`config.mk`:
```
export PLATFORM = sky130hd
export DESIGN_NAME = alu_pipe
export DESIGN_NICKNAME = d
export VERILOG_FILES = /design/src/rtl/alu_pkg.sv /design/src/rtl/alu_mul_iter.sv /design/src/rtl/alu_pipe.sv
export SDC_FILE = /design/constraint.sdc
export NUM_CORES = 1
export LEC_CHECK = 0
export CORE_ASPECT_RATIO = 0.5
export CORE_UTILIZATION = 53
export DETAILED_ROUTE_END_ITERATION = 6
export HOLD_SLACK_MARGIN = 0.02
export PLACE_DENSITY = 0.8
export RECOVER_POWER = 100
export SLEW_MARGIN = 10
export SYNTH_ARGS = -nofsm -noshare
export SYNTH_HDL_FRONTEND = slang
export SYNTH_SLANG_ARGS = --single-unit
```
`constraint.sdc`:
```
create_clock -name clk -period 1.8 [get_ports clk]
set_input_delay 0.27 -clock clk [delete_from_list [all_inputs] [get_ports clk]]
set_output_delay 0.27 -clock clk [all_outputs]
set_load 0.03 [all_outputs]
```
`src/rtl/alu_pkg.sv`:
```
// Shared opcodes, FSM state encodings and saturation helpers for alu_pipe.
package alu_pkg;

  localparam logic [3:0] ALU_ADD = 4'd0;
  localparam logic [3:0] ALU_SUB = 4'd1;
  localparam logic [3:0] ALU_AND = 4'd2;
  localparam logic [3:0] ALU_NOR = 4'd3;
  localparam logic [3:0] ALU_SLL = 4'd4;
  localparam logic [3:0] ALU_SRL = 4'd5;
  localparam logic [3:0] ALU_SRA = 4'd6;
  localparam logic [3:0] ALU_LHB = 4'd7;
  localparam logic [3:0] ALU_MUL = 4'd8;

  localparam logic [1:0] ST_IDLE = 2'd0;
  localparam logic [1:0] ST_MUL  = 2'd1;
  localparam logic [1:0] ST_HOLD = 2'd2;

  // Signed range limits for a w-bit datapath; callers truncate to w bits.
  function automatic logic [63:0] sat_max(input int w);
    return (64'd1 << (w - 1)) - 64'd1;
  endfunction

  function automatic logic [63:0] sat_min(input int w);
    return 64'd1 << (w - 1);
  endfunction

endpackage

```
`src/rtl/alu_mul_iter.sv`:
```
// Shift-add magnitude multiplier: bit 0 handled on start, one bit per cycle after.
// Only instantiated when ALU_MUL_EN is defined.
module alu_mul_iter #(
  parameter int WIDTH = 16
) (
  input  logic               clk,
  input  logic               rst,
  input  logic               start,
  input  logic [WIDTH-1:0]   a,
  input  logic [WIDTH-1:0]   b,
  output logic [2*WIDTH-1:0] prod,
  output logic               done
);

  localparam int CW = $clog2(WIDTH);

  logic [2*WIDTH-1:0] mcand;
  logic [WIDTH-1:0]   mplier;
  logic [CW-1:0]      cnt;

  always_ff @(posedge clk or posedge rst) begin
    if (rst) begin
      prod   <= '0;
      mcand  <= '0;
      mplier <= '0;
      cnt    <= '0;
    end else if (start) begin
      prod   <= b[0] ? {{WIDTH{1'b0}}, a} : '0;
      mcand  <= {{(WIDTH-1){1'b0}}, a, 1'b0};
      mplier <= b >> 1;
      cnt    <= CW'(WIDTH - 1);
    end else if (cnt != '0) begin
      if (mplier[0]) prod <= prod + mcand;
      mcand  <= mcand << 1;
      mplier <= mplier >> 1;
      cnt    <= cnt - 1'b1;
    end
  end

  // Counter parks at zero, so the product stays put until the next start.
  assign done = (cnt == '0);

endmodule

```
`src/rtl/alu_pipe.sv`:
```
// Handshaked EX-stage ALU with registered result/flags.
// Define ALU_MUL_EN to add the iterative signed saturating multiply (opcode 8).
module alu_pipe
  import alu_pkg::*;
#(
  parameter int WIDTH = 16,
  parameter int SHW   = $clog2(WIDTH)
) (
  input  logic             clk,
  input  logic             rst,
  input  logic             in_vld,
  output logic             in_rdy,
  input  logic [3:0]       aluOp,
  input  logic [WIDTH-1:0] src0,
  input  logic [WIDTH-1:0] src1,
  input  logic [SHW-1:0]   shAmt,
  output logic             out_vld,
  input  logic             out_rdy,
  output logic [WIDTH-1:0] dst,
  output logic             ov,
  output logic             zr,
  output logic             neg
);

  localparam logic [WIDTH-1:0] SMAX = WIDTH'(sat_max(WIDTH));
  localparam logic [WIDTH-1:0] SMIN = WIDTH'(sat_min(WIDTH));

  logic             accept;
  logic             wr_en;
  logic [WIDTH-1:0] res_d;
  logic             res_ov;
  logic [WIDTH:0]   sum;
  logic [WIDTH:0]   diff;
  logic [WIDTH-1:0] alu_d;
  logic             alu_ov;

  assign accept = in_vld & in_rdy;

  // Sign-extended so the top two bits disagree exactly on signed overflow.
  assign sum  = {src0[WIDTH-1], src0} + {src1[WIDTH-1], src1};
  assign diff = {src0[WIDTH-1], src0} - {src1[WIDTH-1], src1};

  always_comb begin
    alu_d  = '0;
    alu_ov = 1'b0;
    case (aluOp)
      ALU_ADD: begin
        alu_ov = sum[WIDTH] ^ sum[WIDTH-1];
        alu_d  = alu_ov ? (sum[WIDTH] ? SMIN : SMAX) : sum[WIDTH-1:0];
      end
      ALU_SUB: begin
        alu_ov = diff[WIDTH] ^ diff[WIDTH-1];
        alu_d  = alu_ov ? (diff[WIDTH] ? SMIN : SMAX) : diff[WIDTH-1:0];
      end
      ALU_AND: alu_d = src0 & src1;
      ALU_NOR: alu_d = ~(src0 | src1);
      ALU_SLL: alu_d = src0 << shAmt;
      ALU_SRL: alu_d = src0 >> shAmt;
      ALU_SRA: alu_d = $signed(src0) >>> shAmt;
      ALU_LHB: alu_d = {src1[WIDTH/2-1:0], src0[WIDTH/2-1:0]};
      default: ;
    endcase
  end

`ifdef ALU_MUL_EN
  logic [1:0]         state;
  logic               mul_start;
  logic               mul_done;
  logic               mul_fin;
  logic               mul_neg;
  logic               mul_ov;
  logic [WIDTH-1:0]   a_mag;
  logic [WIDTH-1:0]   b_mag;
  logic [WIDTH-1:0]   mul_d;
  logic [2*WIDTH-1:0] prod;

  assign mul_start = accept & (aluOp == ALU_MUL);
  assign a_mag     = src0[WIDTH-1] ? -src0 : src0;
  assign b_mag     = src1[WIDTH-1] ? -src1 : src1;

  alu_mul_iter #(.WIDTH(WIDTH)) u_mul (
    .clk   (clk),
    .rst   (rst),
    .start (mul_start),
    .a     (a_mag),
    .b     (b_mag),
    .prod  (prod),
    .done  (mul_done)
  );

  // A negative result may reach magnitude 2^(WIDTH-1); a positive one may not.
  always_comb begin
    mul_ov = 1'b0;
    mul_d  = prod[WIDTH-1:0];
    if (mul_neg) begin
      if (prod > {{WIDTH{1'b0}}, SMIN}) begin
        mul_ov = 1'b1;
        mul_d  = SMIN;
      end else begin
        mul_d  = -prod[WIDTH-1:0];
      end
    end else if (prod > {{WIDTH{1'b0}}, SMAX}) begin
      mul_ov = 1'b1;
      mul_d  = SMAX;
    end
  end

  // Completion waits until the output register is free.
  assign mul_fin = ((state == ST_MUL && mul_done) || state == ST_HOLD) && (!out_vld || out_rdy);
  assign in_rdy  = (state == ST_IDLE) && (!out_vld || out_rdy);
  assign wr_en   = (accept && aluOp != ALU_MUL) || mul_fin;
  assign res_d   = mul_fin ? mul_d  : alu_d;
  assign res_ov  = mul_fin ? mul_ov : alu_ov;

  always_ff @(posedge clk or posedge rst) begin
    if (rst) begin
      state   <= ST_IDLE;
      mul_neg <= 1'b0;
    end else begin
      if (mul_start) mul_neg <= src0[WIDTH-1] ^ src1[WIDTH-1];
      case (state)
        ST_IDLE: if (mul_start) state <= ST_MUL;
        ST_MUL:  if (mul_done) state <= mul_fin ? ST_IDLE : ST_HOLD;
        ST_HOLD: if (mul_fin) state <= ST_IDLE;
        default: state <= ST_IDLE;
      endcase
    end
  end
`else
  assign in_rdy = !out_vld || out_rdy;
  assign wr_en  = accept;
  assign res_d  = alu_d;
  assign res_ov = alu_ov;
`endif

  always_ff @(posedge clk or posedge rst) begin
    if (rst) begin
      out_vld <= 1'b0;
      dst     <= '0;
      ov      <= 1'b0;
      zr      <= 1'b1;
      neg     <= 1'b0;
    end else if (wr_en) begin
      out_vld <= 1'b1;
      dst     <= res_d;
      ov      <= res_ov;
      zr      <= (res_d == '0);
      neg     <= res_d[WIDTH-1];
    end else if (out_rdy) begin
      out_vld <= 1'b0;
    end
  end

endmodule

```
==> results of run 1 <==
[cells by family after synthesis]
| kind of cell | Yosys count | share of synthesized area [%] |
|---|---|---|
| AOI/OAI and AO/OA | 202 | 29.0 |
| xor gates and xnor gates | 24 | 4.45 |
| adders and majority gates | 57 | 14.4 |
| buffers and inverters | 92 | 7.52 |
| DFF | 19 | 9.42 |
| muxes | 59 | 15.0 |
| and+or+nand+nor | 201 | 20.2 |
[metrics by stage]
step	TNS, ns	worst slack, ns
after detailed placement	-31.26	-1.96
after global placement	-28.51	-1.79
after floorplan	-13.67	-1.04
==> out/results.ini, run 1 <==
[yosys]
async_flop_share_pct = 100
synth_edf_count = 0
syn-num-nets = 755
ys_warn_count = 0
synthCells = 654
yosys_register_bits = 19
netlist_area_um2 = 5060
yosysSeqAreaShare_pct = 9.42
synth_most_common_cell = nor2_1
yosys-top-cells-count = nor2_1, ha_1, a21oi_1
synth_flop_cell = dfrtp_1
ys_types = 83
synth_top_area_share_pct = 13.6
synth_top_area_cell = ha_1
synth.area.top_cells = ha_1, dfrtp_1, mux2i_1, nor2_1, a21oi_1
avgSynthCellArea_um2 = 7.74

[clocking]
clk_path_buf_depth = 2
htreeDepth = 1
cts_sinks = 19
numCtsBuffers = 3
ctsResizeCount = 207
cts_setup_buffers = 47
holdBufCountCts = 0
ctsRootBufferMaster = clkbuf_16

[outcome]
flow.stopped_at = clock tree synthesis (4_1_cts)
tool.error = [ERROR DPL-0033] detailed placement checks failed during check placement.
outcome = stopped before the end

[placed_design]
gp_congestion = 1.23
dpl_cell_area_um2 = 7840
dpl.cell_count = 1048
hpwl_um = 19800
port_buffers = 64

[floorplanning]
rows = 24
die_w_um = 140
die_h_um = 71.1
io_pins = 65
initial_core_util_pct = 56.4

==> run 2, diff against run 1 <==
--- a/config.mk
+++ b/config.mk
@@ -5,11 +5,9 @@
 export SDC_FILE = /design/constraint.sdc
 export NUM_CORES = 1
 export LEC_CHECK = 0
-export CORE_ASPECT_RATIO = 0.5
-export CORE_UTILIZATION = 53
+export CORE_UTILIZATION = 40
 export DETAILED_ROUTE_END_ITERATION = 6
-export HOLD_SLACK_MARGIN = 0.02
-export PLACE_DENSITY = 0.8
+export PLACE_DENSITY_LB_ADDON = 0.15
 export RECOVER_POWER = 100
 export SLEW_MARGIN = 10
 export SYNTH_ARGS = -nofsm -noshare
==> constraint.sdc (replaced) <==
create_clock -name clk -period 2.35 [get_ports clk]
set_input_delay 0.3525 -clock clk [delete_from_list [all_inputs] [get_ports clk]]
set_output_delay 0.3525 -clock clk [all_outputs]
set_load 0.03 [all_outputs]
==> run 2 against run 1 <==
  * The flow now finishes, with violations (negative setup slack)
  * Synthesized cell count unchanged
  * Area after synthesis unchanged
==> out/results.ini, run 2 <==
[yosys]
async_flop_share_pct = 100  ; unchanged
syn-num-nets = 755  ; unchanged
yosys_register_bits = 19  ; unchanged
synthCells = 654  ; unchanged
synth_flop_cell = dfrtp_1
synth_top_area_cell = ha_1
synth.area.top_cells = ha_1, dfrtp_1, mux2i_1, nor2_1, a21oi_1
synth_top_area_share_pct = 13.6  ; unchanged
ys_types = 83  ; unchanged
synth_most_common_cell = nor2_1
synth_edf_count = 0  ; unchanged
netlist_area_um2 = 5060  ; unchanged
yosys-top-cells-count = nor2_1, ha_1, a21oi_1
yosysSeqAreaShare_pct = 9.42  ; unchanged
avgSynthCellArea_um2 = 7.74  ; unchanged
ys_warn_count = 0  ; unchanged

[flow_run]
max_cap_violations = 0

[setup_path]
reg2regPathDepth = 8
crit_path_end_kind = flip-flop
path_cells = buf_8 -> buf_6 -> inv_12 -> ha_4 -> inv_2 -> fa_2 -> nor2b_4 -> o21ai_4 -> a2111oi_4 -> o31ai_4 -> a22oi_4 -> buf_6 -> xor2_2 -> buf_6 -> a21oi_4 -> nor4b_2 -> nand4_1 -> o31ai_2
max_stage_delay_ns = 0.37
arrival_ns = 3.24
critPathMaxFanout = 7
worstReg2RegEnd = zr
cp_slowest_cell = o31ai_4
crit_type = primary input to flip-flop
crit_family = compound AO/OA/AOI/OAI gates
critPathLaunch = src0[0]
crit_buf_inv = 6
start_kind = primary input
r2r_start = out_vld
regToRegSetupSlack_ns = 0.22
timing.critical_path.mode_cell = buf_6
worstPathRequired_ns = 2.52

[power]
cellPowerDensity_nw_per_um2 = 350
vdd_drop_max_v = 0.000247
power_mw = 3.17
leakagePower_nw = 4.12

[layout]
most-common-layout-cells = buf_4, nor2_1, a21oi_1, buf_6
final_common_cell = buf_4
layout-drive-gt1-share_pct = 52.9
max_flop_register = dst
fin_nets = 1090
syn_to_final_growth_pct = 79.1
final_core_utilization_pct = 74.5
diodes = 0
largest_reg_flops = 16

[sta]
worst_slack_ns = -0.724
rsz0062_at_grt = true
maxSlewViolCount = 0
holdWs_ns = 0.473
clock_skew_ns = 0.000351
worst_pin_slew_ns = 0.680
tns_ns = -8.91
setup-violations-final = 18
period_share_pct = 131
hold_viol = 0
slew_headroom_pct = 54.6
fin_crit_ns = 3.07
timing.fmax_ghz = 0.325

[clocking]
holdBufCountCts = 0  ; unchanged
clkLatencyLatePin_ns = 0.25
ctsRootBufferMaster = clkbuf_16
cts_tree = built
numCtsBuffers = 3  ; unchanged
clk_path_buf_depth = 2  ; unchanged
clk_pin_slew_worst_paths_ns = 0.05
htreeDepth = 1  ; unchanged
cts_sinks = 19  ; unchanged

[global_route]
antenna_found_initial = 0
grt_overflow = 0
grt_pass1_vias = 6664
grt_pass1_wl_um = 36800
grt_use_total_pct = 37.4
grt_start_max_net_pins = 27

[floorplanning]
die_h_um = 114  ; +61%
core_area_um2 = 12200
die_w_um = 114  ; -18%
initial_core_util_pct = 41.6  ; -15 points
io_pins = 65  ; unchanged
dieArea_um2 = 13100
rows = 40  ; +67%

[route]
top_layer_used = met4
via_per_inst = 5.81
drc = 0
wirelength_um = 24500
wl_met2_um = 10900
vias = 6711
m1WireLength_um = 10200
ant_nets = 0
route.met3.wl_um = 1990
dr.first_iter.drc_count = 579
firstDrtPassIters = 5
wl_per_cell_um = 21.2

[min_path]
worstHoldStart = dst[0]
whs_path_depth = 2
hp-class = flip-flop to flip-flop
worstHoldEndpoint = dst[0]

[placed_design]
gp_congestion = 1.03  ; -16%
dpl_worst_slack_ns = -1.43  ; +0.525 ns
hpwl_um = 19700  ; -0.43%
port_buffers = 64  ; unchanged

[outcome]
violations = negative setup slack
outcome = finished, violations left

-- run 2: cell counts after synthesis --
Identical to the previous run, type by type.
-- run 2: timing repair --
action                                  4_1_cts  5_1_grt
setup buffers                                34       13
endpoints found under the setup margin       18       18
resized for setup                           217       60
pin swaps                                    76       44
-- run 2: power by group --
| group | leakage (nW) | internal [mW] | switching, mW |
|---|---|---|---|
| combinational | 3.84 | 1.16 | 1.26 |
| clock | 0.0382 | 0.230 | 0.112 |
| sequential | 0.243 | 0.379 | 0.0267 |
| total | 4.12 | 1.77 | 1.39 |
-- run 2: through the flow --
stage	std cells	area (um^2)
after floorplan	654	5330
after global placement	1114	8050
after detailed placement	1114	8050
after CTS	1145	8790
after global routing	1156	9060
final	1156	9060
-- run 2: worst min-delay path: cells and delay by family (launching register included) --
family / cells / cell delay, ns
DFF: 1 / 0.33
and+or+nand+nor: 1 / 0.06
AOI/OAI and AO/OA: 1 / 0.05
-- run 2: layer usage --
| layer | GRT usage, % | up-vias |
|---|---|---|
| met5 | 0 | - |
| li1 | - | 3094 |
| met4 | 21.2 | 0 |
| met1 | 48.1 | 3167 |
| met2 | 59.1 | 362 |
| met3 | 6.72 | 88 |
-- run 2: worst max-delay path by stage --
| stage | end | depth (start not counted) |
|---|---|---|
| final | zr | 18 |
| after global routing | zr | 17 |
| after CTS | zr | 18 |
| after detailed placement | zr | 18 |
| after global placement | zr | 17 |
| after floorplan | zr | 13 |
-- run 2: kinds of logic after synthesis --
family	synth area share [%]
fa+ha+maj	14.4
xor+xnor	4.45
simple gates	20.2
flops	9.42
mux	15.0
compound gates	29.0
buf+inv	7.52
-- run 2: final cells by class --
class / count / area [um^2]
timing repair buffer: 368 / 3030
clock buffer: 4 / 78.8
tap: 168 / 210
multi-input combinational: 543 / 5020
sequential: 19 / 477
inverter: 54 / 241
fill: 930 / 3100
No activity file was read; power rests on OpenSTA's default activity.
